--- src/rtl/eprisc_pkg.sv ---
// eprisc fetch: shared widths, reset PC and the fetch-entry bundle.
// Used by eprisc_fetch_unit and eprisc_fetch_fifo.
package eprisc_pkg;

  localparam int EPRISC_ADDR_W = 8;
  localparam int EPRISC_DATA_W = 32;
  localparam logic [EPRISC_ADDR_W-1:0] EPRISC_RESET_PC = '0;

  typedef struct packed {
    logic [EPRISC_DATA_W-1:0] instr;
    logic [EPRISC_ADDR_W-1:0] pc;
  } fetch_entry_t;

endpackage

--- src/rtl/eprisc_fetch_fifo.sv ---
// eprisc prefetch FIFO: DEPTH x W entries, synchronous flush,
// power-of-2 pointer wrap by masking.
module eprisc_fetch_fifo #(
  parameter int DEPTH = 4,
  parameter int W     = 40,
  localparam int AW   = $clog2(DEPTH)
) (
  input  logic         clk,
  input  logic         rst,
  input  logic         push,
  input  logic         pop,
  input  logic         flush,
  input  logic [W-1:0] wdata,
  output logic [W-1:0] rdata,
  output logic [AW:0]  count,
  output logic         full,
  output logic         empty
);

  localparam logic [AW-1:0] MASK = AW'(DEPTH - 1);

  logic [W-1:0]  mem_q [DEPTH];
  logic [W-1:0]  mem_d [DEPTH];
  logic [AW-1:0] rd_ptr_q, rd_ptr_d;
  logic [AW-1:0] wr_ptr_q, wr_ptr_d;
  logic [AW:0]   count_q, count_d;
  logic          do_push, do_pop;

  assign count = count_q;
  assign full  = (count_q == (AW+1)'(DEPTH));
  assign empty = (count_q == '0);
  assign rdata = mem_q[rd_ptr_q];

  always_comb begin
    mem_d    = mem_q;
    rd_ptr_d = rd_ptr_q;
    wr_ptr_d = wr_ptr_q;
    count_d  = count_q;
    do_pop   = pop && !empty;
    do_push  = push && (!full || do_pop);
    if (flush) begin
      rd_ptr_d = '0;
      wr_ptr_d = '0;
      count_d  = '0;
    end else begin
      if (do_push) begin
        mem_d[wr_ptr_q] = wdata;
        wr_ptr_d = (wr_ptr_q + 1'b1) & MASK;
      end
      if (do_pop) begin
        rd_ptr_d = (rd_ptr_q + 1'b1) & MASK;
      end
      if (do_push && !do_pop) begin
        count_d = count_q + 1'b1;
      end else if (do_pop && !do_push) begin
        count_d = count_q - 1'b1;
      end
    end
  end

  // Storage is cleared on reset so the head reads zero out of reset.
  always_ff @(posedge clk) begin
    if (rst) begin
      for (int i = 0; i < DEPTH; i++) begin
        mem_q[i] <= '0;
      end
      rd_ptr_q <= '0;
      wr_ptr_q <= '0;
      count_q  <= '0;
    end else begin
      mem_q    <= mem_d;
      rd_ptr_q <= rd_ptr_d;
      wr_ptr_q <= wr_ptr_d;
      count_q  <= count_d;
    end
  end

endmodule

--- src/rtl/eprisc_fetch_unit.sv ---
// eprisc fetch stage: PC, 1-cycle ROM capture, prefetch FIFO, redirect.
// Optional EPRISC_FETCH_PERF_EN adds push/redirect counters.
module eprisc_fetch_unit
  import eprisc_pkg::*;
#(
  parameter int ADDR_W = EPRISC_ADDR_W,
  parameter int DATA_W = EPRISC_DATA_W,
  parameter int DEPTH  = 4,
  parameter logic [ADDR_W-1:0] RESET_PC = ADDR_W'(EPRISC_RESET_PC)
) (
  input  logic              iClk,
  input  logic              iRst,
  output logic [ADDR_W-1:0] oRomAddr,
  output logic              oRomEn,
  input  logic [DATA_W-1:0] iRomData,
  output logic              oValid,
  output logic [DATA_W-1:0] oInstr,
  output logic [ADDR_W-1:0] oInstrPC,
  input  logic              iReady,
`ifdef EPRISC_FETCH_PERF_EN
  output logic [15:0]       oFetchCnt,
  output logic [15:0]       oFlushCnt,
`endif
  input  logic              iRedirect,
  input  logic [ADDR_W-1:0] iTarget
);

  localparam int CW = $clog2(DEPTH) + 1;

  logic [ADDR_W-1:0] pc_q, pc_d;
  logic [ADDR_W-1:0] issue_pc_q, issue_pc_d;
  logic              inflight_q, inflight_d;
  logic [CW-1:0]     count;
  logic              full, empty;
  logic              issue, push, pop;
  logic [DATA_W+ADDR_W-1:0] head;

  eprisc_fetch_fifo #(
    .DEPTH (DEPTH),
    .W     (DATA_W + ADDR_W)
  ) u_fifo (
    .clk   (iClk),
    .rst   (iRst),
    .push  (push),
    .pop   (pop),
    .flush (iRedirect),
    .wdata ({iRomData, issue_pc_q}),
    .rdata (head),
    .count (count),
    .full  (full),
    .empty (empty)
  );

  assign oRomAddr           = pc_q;
  assign oRomEn             = inflight_q;
  assign oValid             = !empty;
  assign {oInstr, oInstrPC} = head;

  // Credit uses the pre-pop count, so an in-flight word always has room.
  assign issue = !iRedirect && !full &&
                 ((count + CW'(inflight_q)) < CW'(DEPTH));
  assign push  = inflight_q && !iRedirect;
  assign pop   = !empty && iReady && !iRedirect;

  always_comb begin
    pc_d       = pc_q;
    issue_pc_d = issue_pc_q;
    inflight_d = issue;
    if (iRedirect) begin
      pc_d = iTarget;
    end else if (issue) begin
      pc_d       = pc_q + 1'b1;
      issue_pc_d = pc_q;
    end
  end

  always_ff @(posedge iClk) begin
    if (iRst) begin
      pc_q       <= RESET_PC;
      issue_pc_q <= '0;
      inflight_q <= 1'b0;
    end else begin
      pc_q       <= pc_d;
      issue_pc_q <= issue_pc_d;
      inflight_q <= inflight_d;
    end
  end

`ifdef EPRISC_FETCH_PERF_EN
  logic [15:0] fetch_cnt_q, fetch_cnt_d;
  logic [15:0] flush_cnt_q, flush_cnt_d;

  assign oFetchCnt = fetch_cnt_q;
  assign oFlushCnt = flush_cnt_q;

  always_comb begin
    fetch_cnt_d = fetch_cnt_q;
    flush_cnt_d = flush_cnt_q;
    if (push && fetch_cnt_q != 16'hFFFF) begin
      fetch_cnt_d = fetch_cnt_q + 1'b1;
    end
    if (iRedirect && flush_cnt_q != 16'hFFFF) begin
      flush_cnt_d = flush_cnt_q + 1'b1;
    end
  end

  always_ff @(posedge iClk) begin
    if (iRst) begin
      fetch_cnt_q <= '0;
      flush_cnt_q <= '0;
    end else begin
      fetch_cnt_q <= fetch_cnt_d;
      flush_cnt_q <= flush_cnt_d;
    end
  end
`endif

endmodule

--- config.mk ---
export PLATFORM = sky130hd
export DESIGN_NAME = eprisc_fetch_unit
export DESIGN_NICKNAME = d
export VERILOG_FILES = /design/src/rtl/eprisc_pkg.sv /design/src/rtl/eprisc_fetch_fifo.sv /design/src/rtl/eprisc_fetch_unit.sv
export SDC_FILE = /design/constraint.sdc
export NUM_CORES = 1
export LEC_CHECK = 0
export ABC_CLOCK_PERIOD_IN_PS = 4700
export CORE_ASPECT_RATIO = 0.8
export CORE_MARGIN = 5
export CORE_UTILIZATION = 55
export DETAILED_ROUTE_END_ITERATION = 10
export DONT_BUFFER_PORTS = 1
export PLACE_DENSITY = 0.67
export RECOVER_POWER = 25
export SLEW_MARGIN = 10
export SYNTH_ARGS = -nofsm -noshare
export SYNTH_HDL_FRONTEND = slang
export SYNTH_HIERARCHICAL = 1
export SYNTH_SLANG_ARGS = --single-unit
--- constraint.sdc ---
create_clock -name iClk -period 4.7 [get_ports iClk]
set_clock_uncertainty 0.05 [all_clocks]
set_input_delay 0.47 -clock iClk [delete_from_list [all_inputs] [get_ports iClk]]
set_output_delay 0.47 -clock iClk [all_outputs]
set_load 0.05 [all_outputs]
==> metrics.md, run 1 <==
| Metric | Value |
|---|---|
| Outcome | finished with violations |
| Violated checks | capacitance limit, slew limit |
| Clock latency at the later pin of the worst-skew pair | between 0.4 and 0.5 ns |
| Die outline area | between 15,000 and 20,000 µm² |
| Number of setup buffers added after CTS | 0 |
| Fin Setup TNS | 0 ns |
| Kind of launch point of the worst setup path | flip-flop |
| Worst slew slack as a fraction of its limit | -16.4% |
| FF-to-FF Start | u_fifo/count[2]$_SDFFE_PP0P_ |
| Total Nets Final | around 770 |
| Seq/Total Area, Yosys | 42.9% |
| Gp weighted congestion | between 0.8 and 0.9 |
| Critical-path cell with the highest stage delay | sky130_fd_sc_hd__nand3_1 |
| Highest routing layer actually used | met4 |
| FF-to-FF setup slack | 1.27 ns |
| Count of vias placed by the detailed router | roughly 5,300 |
| Maximum achievable frequency | between 200 and 300 MHz |
| Starting utilization of the core area | a little under three fifths |
| Clock Path Buffers | 2 |
| Total wire length after detailed routing | around 17 mm |
| Leading cell types in the layout, fill and taps excluded | sky130_fd_sc_hd__nand2b_1, sky130_fd_sc_hd__dfxtp_1, sky130_fd_sc_hd__mux2i_1, sky130_fd_sc_hd__mux4_2, sky130_fd_sc_hd__clkbuf_16 |
| Area overhead of the layout relative to synthesis | 6.44% |
| Logic depth of the worst path, buffers included | 7 |
| HP Class | primary input to flip-flop |
| Kind of end point of the critical path | flip-flop |
| Placement-stage worst setup slack | approximately 1.5 ns |
| Overall power | just over 3 mW |
| Detailed-route wire length on metal 1 | about 8.1 mm |
| Fraction of the mapped netlist area in adder cells | approximately 1.1% |
| CP Data Arrival Time | around 3.7 ns |
| Cell area after synthesis | 8590 µm² |
| Critical Path Start | u_fifo/count[2]$_SDFFE_PP0P_ |
| Fin crit period | around 3.4 ns |
| CTS tree | done |
| Depth of the CTS H-tree | 4 |
| Number of instances in the placed design | between 900 and 1,000 |
| Parity-gate share of the synthesized area counting xor and xnor cells | less than 1% |
| Top flip-flop cell by instance count after synthesis | sky130_fd_sc_hd__dfxtp_1 |
| Share of final-layout standard cells stronger than drive strength 1 | between 10% and 20% |
| Wire length of the first global-routing pass | between 20 and 30 mm |
| Utilization of the core after routing | about three fifths |
| Share of flip-flops with an asynchronous set or reset after synthesis | 0% |
| Cell count after synthesis | ~760 |
| Wirelength per Cell | between 15 and 20 µm |
| DRC violation count after routing | 0 |
| Most common cell after layout, fill and taps aside | sky130_fd_sc_hd__nand2b_1 |
| Initial DRC Count | between 200 and 250 |
| Data required time of the critical path | ~5.0 ns |
| Cell at the root of the clock tree | sky130_fd_sc_hd__clkbuf_16 |
| Clock-pin slew of the registers on the worst-case setup and hold paths | 0.07 ns |
| Overflow left after global routing | 0 |
| Standard-cell rows | 40 |
| CP bufs+invs | 2 |
| Largest voltage drop on the vdd net | around 240 µV |
| Diodes inserted | 0 |
| Number of cells traversed by the worst register-to-register path | 7 |
| Max incr delay on CP | ~0.73 ns |
| Setup Viol. Count Final | 0 |
| Met2 Wirelength | about 8.2 mm |
| Final std cells w/o fill | about 950 |
| Dominant combinational cell family by area after synthesis | multiplexers |
| Final antenna-violating net count | 0 |
| Worst hold slack across all endpoints | roughly 0.062 ns |
| Crit Path Class | flip-flop to flip-flop |
| Cell Area, Placed | roughly 8600 µm² |
| Number of vias per cell | between 5 and 6 |
| Detailed-router iteration count before antenna repair | 4 |
| Period Utilization, post-route | between 70% and 80% |
| Worst flop-to-flop path endpoint | u_fifo/mem_q[50]$_SDFFE_PP0P_ |
| P per Cell Area | 341 nW/µm² |
| Max-Cap Viols | 2 |
| Die Span X | about 150 µm |
| Leakage power total | ~3.8 nW |
| Number of synthesized flops with an enable pin | 0 |
| Placeable Area | between 15,000 and 20,000 µm² |
| CTS Buf Count | 17 |
| Least-Margin Pin Slew | about 1.7 ns |
| Number of top-level pins | 94 |
| Clock tree sinks | between 150 and 200 |
| Fraction of the mapped netlist area in simple logic gates | 18.7% |
| Routed wl met3 | around 840 µm |
| Cell family contributing the most delay on the critical path | simple AND/OR/NAND/NOR gates |
| Total routing resource utilization after global routing | roughly a fifth |
| Number of gates resized after CTS | 0 |
| Total nets after synthesis | just over 800 |
| Die Height | between 100 and 150 µm |
| Quantity of hold-fixing buffers added after cts | 0 |
| HPWL after detailed placement | between 10 and 15 mm |
| Largest net degree at the start of global routing | 228 |
| Unrepaired setup endpoints after global routing | false |
| IO buf count | 0 |
| Number of register bits inferred by synthesis | about 180 |
| Via count of the first global-routing pass | approximately 5,400 |
| Complex-gate fraction of the synthesized area | approximately 2.3% |
| Post-route cell area | 9140 µm² |
| Warnings, synthesis | 6 |
| Fraction of synthesized area in multiplexers | between 30% and 40% |
| Crit-path cells | nor3_1 > inv_1 > and3_1 > or4b_1 > nand3_1 > buf_4 > mux2i_1 |
| Number of antenna violations at the first check in global routing | 0 |
| Critical path peak fanout | 17 |
| Number of failing hold endpoints at the final stage | 0 |
| Capture point of the worst path | u_fifo/mem_q[50]$_SDFFE_PP0P_ |
| Avg Inst Size Synth | ~11 µm² |
| Max-slew violation count | 52 |
| Synth unique cells | 42 |
| Worst Slack Setup Final | ~1.3 ns |
## Yosys cell counts (2+ instances only)
master / count / area share (%)
sky130_fd_sc_hd__nand2b_1: 214 / 16
sky130_fd_sc_hd__dfxtp_1: 184 / 43
sky130_fd_sc_hd__mux2i_1: 169 / 20
sky130_fd_sc_hd__mux4_2: 40 / 10
sky130_fd_sc_hd__clkbuf_1: 35 / 1.5
sky130_fd_sc_hd__nor2_1: 11 / 0.48
sky130_fd_sc_hd__buf_4: 10 / 0.87
sky130_fd_sc_hd__inv_1: 10 / 0.44
sky130_fd_sc_hd__buf_6: 8 / 1.0
sky130_fd_sc_hd__ha_1: 6 / 0.87
sky130_fd_sc_hd__nand3_1: 6 / 0.35
sky130_fd_sc_hd__o31ai_1: 6 / 0.52
sky130_fd_sc_hd__a311oi_1: 5 / 0.51
sky130_fd_sc_hd__buf_2: 5 / 0.29
sky130_fd_sc_hd__xor2_1: 5 / 0.51
sky130_fd_sc_hd__o21ai_0: 4 / 0.23
sky130_fd_sc_hd__or4_1: 4 / 0.35
sky130_fd_sc_hd__nand2_1: 3 / 0.13
sky130_fd_sc_hd__a21oi_1: 2 / 0.12
sky130_fd_sc_hd__and3_1: 2 / 0.15
sky130_fd_sc_hd__and3_4: 2 / 0.26
sky130_fd_sc_hd__nand4_1: 2 / 0.15
sky130_fd_sc_hd__nor2b_1: 2 / 0.15
sky130_fd_sc_hd__nor3_1: 2 / 0.12
sky130_fd_sc_hd__nor4_1: 2 / 0.15
sky130_fd_sc_hd__or2b_1: 2 / 0.17
sky130_fd_sc_hd__or3_1: 2 / 0.15
## logic make-up (layout without fill, tap and decap cells)
logic type	Yosys count	in the layout
flip-flops	184	184
multiplexers	209	209
XOR/XNOR	6	6
AND/OR/NAND/NOR	260	260
buffers and inverters	68	45
adder cells (fa/ha/maj)	7	7
AO/OA/AOI/OAI	24	24
## layout make-up
type	count	area, µm²
multi-input combinational	506	4570
timing repair buffer	3	22.5
fill	1252	6020
tap	210	263
inverter	10	37.5
clock inverter	13	125
sequential	184	3680
clock buffer	19	443
## sequential cells by signal, summed over array words and instances (netlist names)
register,count
u_fifo/mem_q,160
issue_pc_q,8
oRomAddr,8
u_fifo/count,3
u_fifo/rd_ptr_q,2
u_fifo/wr_ptr_q,2
oRomEn,1
## worst min path at each step
stage / cells after the start / startpoint / end / slack, ns
CTS: 1 / iRst / oRomAddr[2]$_SDFFE_PP0P_ / 0.04
floorplan: 2 / u_fifo/mem_q[100]$_SDFFE_PP0P_ / u_fifo/mem_q[100]$_SDFFE_PP0P_ / 0.40
detailed placement: 2 / u_fifo/mem_q[74]$_SDFFE_PP0P_ / u_fifo/mem_q[74]$_SDFFE_PP0P_ / 0.41
finish: 1 / iRedirect / oRomEn$_SDFF_PP0_ / 0.06
global placement: 2 / u_fifo/mem_q[86]$_SDFFE_PP0P_ / u_fifo/mem_q[86]$_SDFFE_PP0P_ / 0.40
global route: 1 / iRedirect / oRomEn$_SDFF_PP0_ / 0.05
## worst register-to-register path: cells and delay by family, from the launching register on
family / cells / cell delay, ns
mux: 1 / 0.25
flops: 1 / 0.39
simple gates: 4 / 1.93
buf+inv: 2 / 0.72
## layer usage
metal	GRT usage, %	vias up
met4	6.80	0
met1	25.0	2604
met2	31.8	84
li1	-	2557
met3	5.43	19
met5	0	-
## power breakdown
group	switching, mW	internal, mW
Clock	0.618	0.748
Sequential	0.0375	1.58
Combinational	0.0758	0.0643
Note: power is estimated with default switching activity, not from simulation.
==> run 2: changes to the inputs <==
- ABC_CLOCK_PERIOD_IN_PS: 4700 -> 3300
- clock period: 4.7 -> 3.3 ns (I/O delays scaled with it)
==> metrics.md, run 2 (synthesis gave the netlist of run 1 again) <==
| Metric | Value |
|---|---|
| Leading cell types in the layout, fill and taps excluded | sky130_fd_sc_hd__nand2b_1, sky130_fd_sc_hd__dfxtp_1, sky130_fd_sc_hd__mux2i_1, sky130_fd_sc_hd__mux4_2, sky130_fd_sc_hd__clkbuf_16 |
| Max-Cap Viols | 0 (-2) |
| Final antenna-violating net count | 0 (unchanged) |
| Starting utilization of the core area | 56.6% (unchanged) |
| Die outline area | 18,200 µm² (unchanged) |
| Number of gates resized after CTS | 0 (unchanged) |
| Maximum achievable frequency | 345 MHz (+18%) |
| Clock Path Buffers | 2 (unchanged) |
| Overflow left after global routing | 0 (unchanged) |
| Count of vias placed by the detailed router | 5,228 (-0.68%) |
| Largest net degree at the start of global routing | 221 (-3.1%) |
| HPWL after detailed placement | 10.8 mm (+1.2%) |
| Highest routing layer actually used | met4 |
| Detailed-router iteration count before antenna repair | 4 (unchanged) |
| Area overhead of the layout relative to synthesis | 9.28% |
| Clock group share of total power | 47.7% (+3.9 points) |
| Switching share of total power | 20.7% (-2.7 points) |
| Sequential share of power | 48.0% (-3.7 points) |
| Quantity of hold-fixing buffers added after cts | 2 (+2) |
| Via count of the first global-routing pass | 5,452 (+0.41%) |
| Routed wl met3 | 893 µm (+6.1%) |
| Clock tree sinks | 184 (unchanged) |
| Number of instances in the placed design | 921 (+0.88%) |
| Outcome | finished clean |
| Unrepaired setup endpoints after global routing | false |
| Total Nets Final | 783 (+1.3%) |
| Die Span X | 150 µm (unchanged) |
| Proportion of power drawn by combinational gates | 4.4% (about the same) |
| Placeable Area | 15,200 µm² (unchanged) |
| Kind of launch point of the worst setup path | flip-flop |
| Wirelength per Cell | 17.8 µm (-3.0%) |
| CTS tree | done |
| Initial DRC Count | 324 (+34%) |
| Total routing resource utilization after global routing | 19.4% (-0.12 points) |
| Clock latency at the later pin of the worst-skew pair | 0.41 ns (-0.02 ns) |
| CTS Buf Count | 17 (unchanged) |
| DRC violation count after routing | 0 (unchanged) |
| CP Data Arrival Time | 3.18 ns (-0.55 ns) |
| Worst slew slack as a fraction of its limit | 39.1% (+56 points) |
| Crit Path Class | flip-flop to flip-flop |
| Data required time of the critical path | 3.59 ns (-1.41 ns) |
| Int Pwr | 3.79 mW (+59%) |
| Kind of end point of the critical path | flip-flop |
| Number of failing hold endpoints at the final stage | 0 (unchanged) |
| Flip-flop count of the largest register, all copies and words added | 160 (unchanged) |
| Diodes inserted | 0 (unchanged) |
| Depth of the CTS H-tree | 4 (unchanged) |
| HP Class | primary input to flip-flop |
| Number of top-level pins | 94 (unchanged) |
| Number of antenna violations at the first check in global routing | 0 (unchanged) |
| Critical path peak fanout | 34 (+17) |
| Overall power | 4.79 mW (+53%) |
| Clock-pin slew of the registers on the worst-case setup and hold paths | 0.06 ns (about the same) |
| Detailed-route wire length on metal 1 | 7.89 mm (-2.1%) |
| Largest voltage drop on the vdd net | 324 µV (+33%) |
| Most common cell after layout, fill and taps aside | sky130_fd_sc_hd__nand2b_1 |
| Total wire length after detailed routing | 17.0 mm (-1.9%) |
| Period Utilization, post-route | 87.8% (+15 points) |
| Fin Setup TNS | 0 ns (unchanged) |
| Max-slew violation count | 0 (-100%) |
| Standard-cell rows | 40 (unchanged) |
| Number of setup buffers added after CTS | 0 (unchanged) |
| Gp weighted congestion | 0.744 (-8.2%) |
| Final std cells w/o fill | 955 (+1.1%) |
| Fin crit period | 2.90 ns (-0.532 ns) |
| Met2 Wirelength | 8.14 mm (-0.28%) |
| Least-Margin Pin Slew | 0.908 ns (-0.824 ns) |
| Placement-stage worst setup slack | 0.574 ns (-0.878 ns) |
| Worst Slack Setup Final | 0.403 ns (-0.868 ns) |
| Cell at the root of the clock tree | sky130_fd_sc_hd__clkbuf_16 |
| Setup Viol. Count Final | 0 (unchanged) |
| P per Cell Area | 510 nW/µm² (+49%) |
| Reg with most FFs | u_fifo/mem_q |
| NetSw | 0.993 mW (+36%) |
| Wire length of the first global-routing pass | 28.1 mm (+0.25%) |
| Worst hold slack across all endpoints | 0.0226 ns (-0.0399 ns) |
| Leakage power total | 3.95 nW (+3.2%) |
| IO buf count | 0 (unchanged) |
| Number of vias per cell | 5.47 (-1.7%) |
| Die Height | 122 µm (unchanged) |
| Share of final-layout standard cells stronger than drive strength 1 | 12.1% (+0.92 points) |
[run 2: cell count changes in the layout (fill, tap and decap cells not counted), sizes merged]
cell,before,now
dlygate4sd3,0,2
bufinv,1,5
clkbuf,19,25
buf,3,8
clkinvlp,5,3
clkinv,6,1
[run 2: layer usage]
metal	vias up	global-route usage, %
li1	2587	-
met1	2551	25.1
met2	84	31.9
met3	6	6.47
met4	0	3.83
met5	-	0
[run 2: worst paths after layout]
kind	startpoint	endpoint	slack, ns	depth (start not counted)
max	oRomEn$_SDFF_PP0_	u_fifo/mem_q[93]$_SDFFE_PP0P_	0.40	5
min	iTarget[3]	oRomAddr[3]$_SDFFE_PP0P_	0.02	2
max reg2reg	oRomEn$_SDFF_PP0_	u_fifo/mem_q[93]$_SDFFE_PP0P_	0.40	5
min reg2reg	u_fifo/mem_q[83]$_SDFFE_PP0P_	u_fifo/mem_q[83]$_SDFFE_PP0P_	0.42	2
[run 2: critical path, cell delays in order (launching register included)]
cell                       delay [ns]
sky130_fd_sc_hd__dfxtp_1         0.30
sky130_fd_sc_hd__clkbuf_1        0.52
sky130_fd_sc_hd__nor2b_1         0.32
sky130_fd_sc_hd__nor2b_1         0.56
sky130_fd_sc_hd__and3_4          0.76
sky130_fd_sc_hd__mux2i_1         0.27
[run 2: power by group through the flow]
stage	Clock, mW	Combinational, mW	Sequential [mW]
floorplan	0	0.202	2.34
CTS	2.34	0.212	2.29
global placement	0	0.201	2.34
global route	2.44	0.224	2.30
detailed placement	0	0.207	2.34
finish	2.28	0.208	2.29
[run 2: through the flow]
stage	cell area, µm²	util (%)
global route	9390	61.9
CTS	9410	62.0
global placement	8700	57.4
detailed placement	8700	57.4
finish	9390	61.9
floorplan	8590	-
[run 2: layout make-up]
| class | count | area (µm²) |
|---|---|---|
| fill | 1201 | 5780 |
| multi-input combinational | 506 | 4580 |
| sequential | 184 | 3690 |
| clock buffer | 22 | 495 |
| tap | 210 | 263 |
| clock inverter | 10 | 186 |
| timing repair buffer | 13 | 141 |
| inverter | 10 | 37.5 |
==> run 3: changes to the inputs <==
--- a/constraint.sdc
+++ b/constraint.sdc
@@ -3,3 +3,3 @@
 set_input_delay 0.33 -clock iClk [delete_from_list [all_inputs] [get_ports iClk]]
 set_output_delay 0.33 -clock iClk [all_outputs]
-set_load 0.05 [all_outputs]
+set_load 0.005 [all_outputs]
==> metrics.md, run 3 (synthesis gave the netlist of run 1 again) <==
| Metric | Value |
|---|---|
| Total routing resource utilization after global routing | 19.8% (+0.42 points) |
| Utilization of the core after routing | 61.5% (-0.40 points) |
| HPWL after detailed placement | 10.9 mm (+0.58%) |
| Depth of the CTS H-tree | 4 (unchanged) |
| Kind of end point of the critical path | flip-flop |
| Cell at the root of the clock tree | sky130_fd_sc_hd__clkbuf_16 |
| Sequential share of power | 49.4% (+1.4 points) |
| NetSw | 0.954 mW (-3.9%) |
| Overflow left after global routing | 0 (unchanged) |
| Critical-path cell with the highest stage delay | sky130_fd_sc_hd__nand3_2 |
| Placeable Area | 15,200 µm² (unchanged) |
| Data required time of the critical path | 3.59 ns (about the same) |
| Die Span X | 150 µm (unchanged) |
| Multi-input gate area in the final layout | 4570 µm² (-0.16%) |
| Number of instances in the placed design | 919 (-0.22%) |
| Least-Margin Pin Slew | 0.939 ns (+0.0308 ns) |
| Largest net degree at the start of global routing | 222 (+0.45%) |
| CP bufs+invs | 3 (+2) |
| Total Nets Final | 782 (-0.13%) |
| Clock group share of total power | 46.8% (-0.9 points) |
| Gp weighted congestion | 0.793 (+6.6%) |
| Area overhead of the layout relative to synthesis | 8.57% |
| Number of antenna violations at the first check in global routing | 0 (unchanged) |
| Number of gates resized after CTS | 0 (unchanged) |
| Proportion of power drawn by combinational gates | 3.7% (-0.7 points) |
| CP Data Arrival Time | 3.22 ns (+0.04 ns) |
| Cell family contributing the most delay on the critical path | simple AND/OR/NAND/NOR gates |
| Fillers | 1,251 (+4.2%) |
| Int Pwr | 3.64 mW (-4.0%) |
| Clock-pin slew of the registers on the worst-case setup and hold paths | 0.07 ns (about the same) |
| Largest voltage drop on the vdd net | 393 µV (+21%) |
| Maximum achievable frequency | 341 MHz (-1.1%) |
| Reg with most FFs | u_fifo/mem_q |
| Most common cell after layout, fill and taps aside | sky130_fd_sc_hd__nand2b_1 |
| Fin Setup TNS | 0 ns (unchanged) |
| CTS Buf Count | 17 (unchanged) |
| Share of final-layout standard cells stronger than drive strength 1 | 12.1% (+0.016 points) |
| Diodes inserted | 0 (unchanged) |
| Critical path peak fanout | 24 (-29%) |
| Detailed-router iteration count before antenna repair | 4 (unchanged) |
| P per Cell Area | 493 nW/µm² (-3.3%) |
| Leading cell types in the layout, fill and taps excluded | sky130_fd_sc_hd__nand2b_1, sky130_fd_sc_hd__dfxtp_1, sky130_fd_sc_hd__mux2i_1, sky130_fd_sc_hd__mux4_2, sky130_fd_sc_hd__clkbuf_16 |
| Max-slew violation count | 0 (unchanged) |
| Outcome | finished clean |
| HP Class | primary input to flip-flop |
| Clock Path Buffers | 2 (unchanged) |
| Max incr delay on CP | 0.58 ns (-0.18 ns) |
| CTS tree | done |
| Via count of the first global-routing pass | 5,506 (+0.99%) |
| Standard-cell rows | 40 (unchanged) |
| Die outline area | 18,200 µm² (unchanged) |
| Max-Cap Viols | 0 (unchanged) |
| Initial DRC Count | 246 (-24%) |
| Count of vias placed by the detailed router | 5,274 (+0.88%) |
| Leakage power total | 3.93 nW (-0.47%) |
| Fin crit period | 2.93 ns (+0.0323 ns) |
| Starting utilization of the core area | 56.6% (unchanged) |
| Flip-flop count of the largest register, all copies and words added | 160 (unchanged) |
| Switching share of total power | 20.8% (about the same) |
| IO buf count | 0 (unchanged) |
| Post-route cell area | 9330 µm² (-0.65%) |
| Number of failing hold endpoints at the final stage | 0 (unchanged) |
| Clock latency at the later pin of the worst-skew pair | 0.42 ns (about the same) |
| Setup Viol. Count Final | 0 (unchanged) |
| Number of vias per cell | 5.53 (+0.99%) |
| Die Height | 122 µm (unchanged) |
| Cell Area, Placed | 8690 µm² (-0.17%) |
| Period Utilization, post-route | 88.8% (+0.98 points) |
| Kind of launch point of the worst setup path | flip-flop |
| DRC violation count after routing | 0 (unchanged) |
| Total area of sequential cells | 3690 µm² (unchanged) |
| Wire length of the first global-routing pass | 28.6 mm (+1.8%) |
| Number of setup buffers added after CTS | 0 (unchanged) |
| Unrepaired setup endpoints after global routing | false |
| Final antenna-violating net count | 0 (unchanged) |
| Final std cells w/o fill | 954 (-0.10%) |
| Wirelength per Cell | 18.3 µm (+3.0%) |
| Worst slew slack as a fraction of its limit | 37.1% (-2.1 points) |
| Total wire length after detailed routing | 17.5 mm (+2.9%) |
| Quantity of hold-fixing buffers added after cts | 3 (+1) |
| Crit Path Class | flip-flop to flip-flop |
| Number of top-level pins | 94 (unchanged) |
| Clock tree sinks | 184 (unchanged) |
| Crit-path cells | nor3_1 > inv_1 > and3_1 > or4b_1 > clkbuf_1 > nand3_2 > buf_12 > mux2i_1 |
## run 3: per-stage QoR
stage          hold slack [ns]  total power, mW  worst slack (ns)
2_1_floorplan            0.395             2.48             0.444
3_3_place_gp             0.361             2.48             0.666
3_5_place_dp             0.362             2.49             0.527
4_1_cts                0.00424             4.64             0.505
5_1_grt                 0.0149             4.76             0.169
6_report                0.0206             4.60             0.371
## run 3: area by class of cell
cell class,count,area share (%)
tap,210,2.82
multi-input combinational,506,49.0
sequential,184,39.5
inverter,10,0.403
clock buffer,19,4.86
clock inverter,13,1.89
timing repair buffer,12,1.50
## run 3: metal layers
layer / wire length, µm / global-route usage [%] / vias to the layer above
li1: - / - / 2559
met1: 8230 / 26.1 / 2592
met2: 8290 / 32.2 / 110
met3: 775 / 4.46 / 13
met4: 212 / 6.97 / 0
met5: 0 / 0 / -
## run 3: power by group through the flow
| stage | clock network (mW) | logic [mW] | registers, mW |
|---|---|---|---|
| 3_3_place_gp | 0 | 0.162 | 2.32 |
| 5_1_grt | 2.30 | 0.187 | 2.27 |
| 4_1_cts | 2.20 | 0.174 | 2.27 |
| 6_report | 2.15 | 0.172 | 2.27 |
| 2_1_floorplan | 0 | 0.167 | 2.31 |
| 3_5_place_dp | 0 | 0.168 | 2.32 |
## run 3: worst paths after layout
| path | startpoint | to | slack, ns | depth (start not counted) |
|---|---|---|---|---|
| max | u_fifo/count[2]$_SDFFE_PP0P_ | u_fifo/mem_q[21]$_SDFFE_PP0P_ | 0.37 | 8 |
| min | iTarget[5] | oRomAddr[5]$_SDFFE_PP0P_ | 0.02 | 2 |
| max reg2reg | u_fifo/count[2]$_SDFFE_PP0P_ | u_fifo/mem_q[21]$_SDFFE_PP0P_ | 0.37 | 8 |
| min reg2reg | u_fifo/mem_q[91]$_SDFFE_PP0P_ | u_fifo/mem_q[91]$_SDFFE_PP0P_ | 0.42 | 2 |
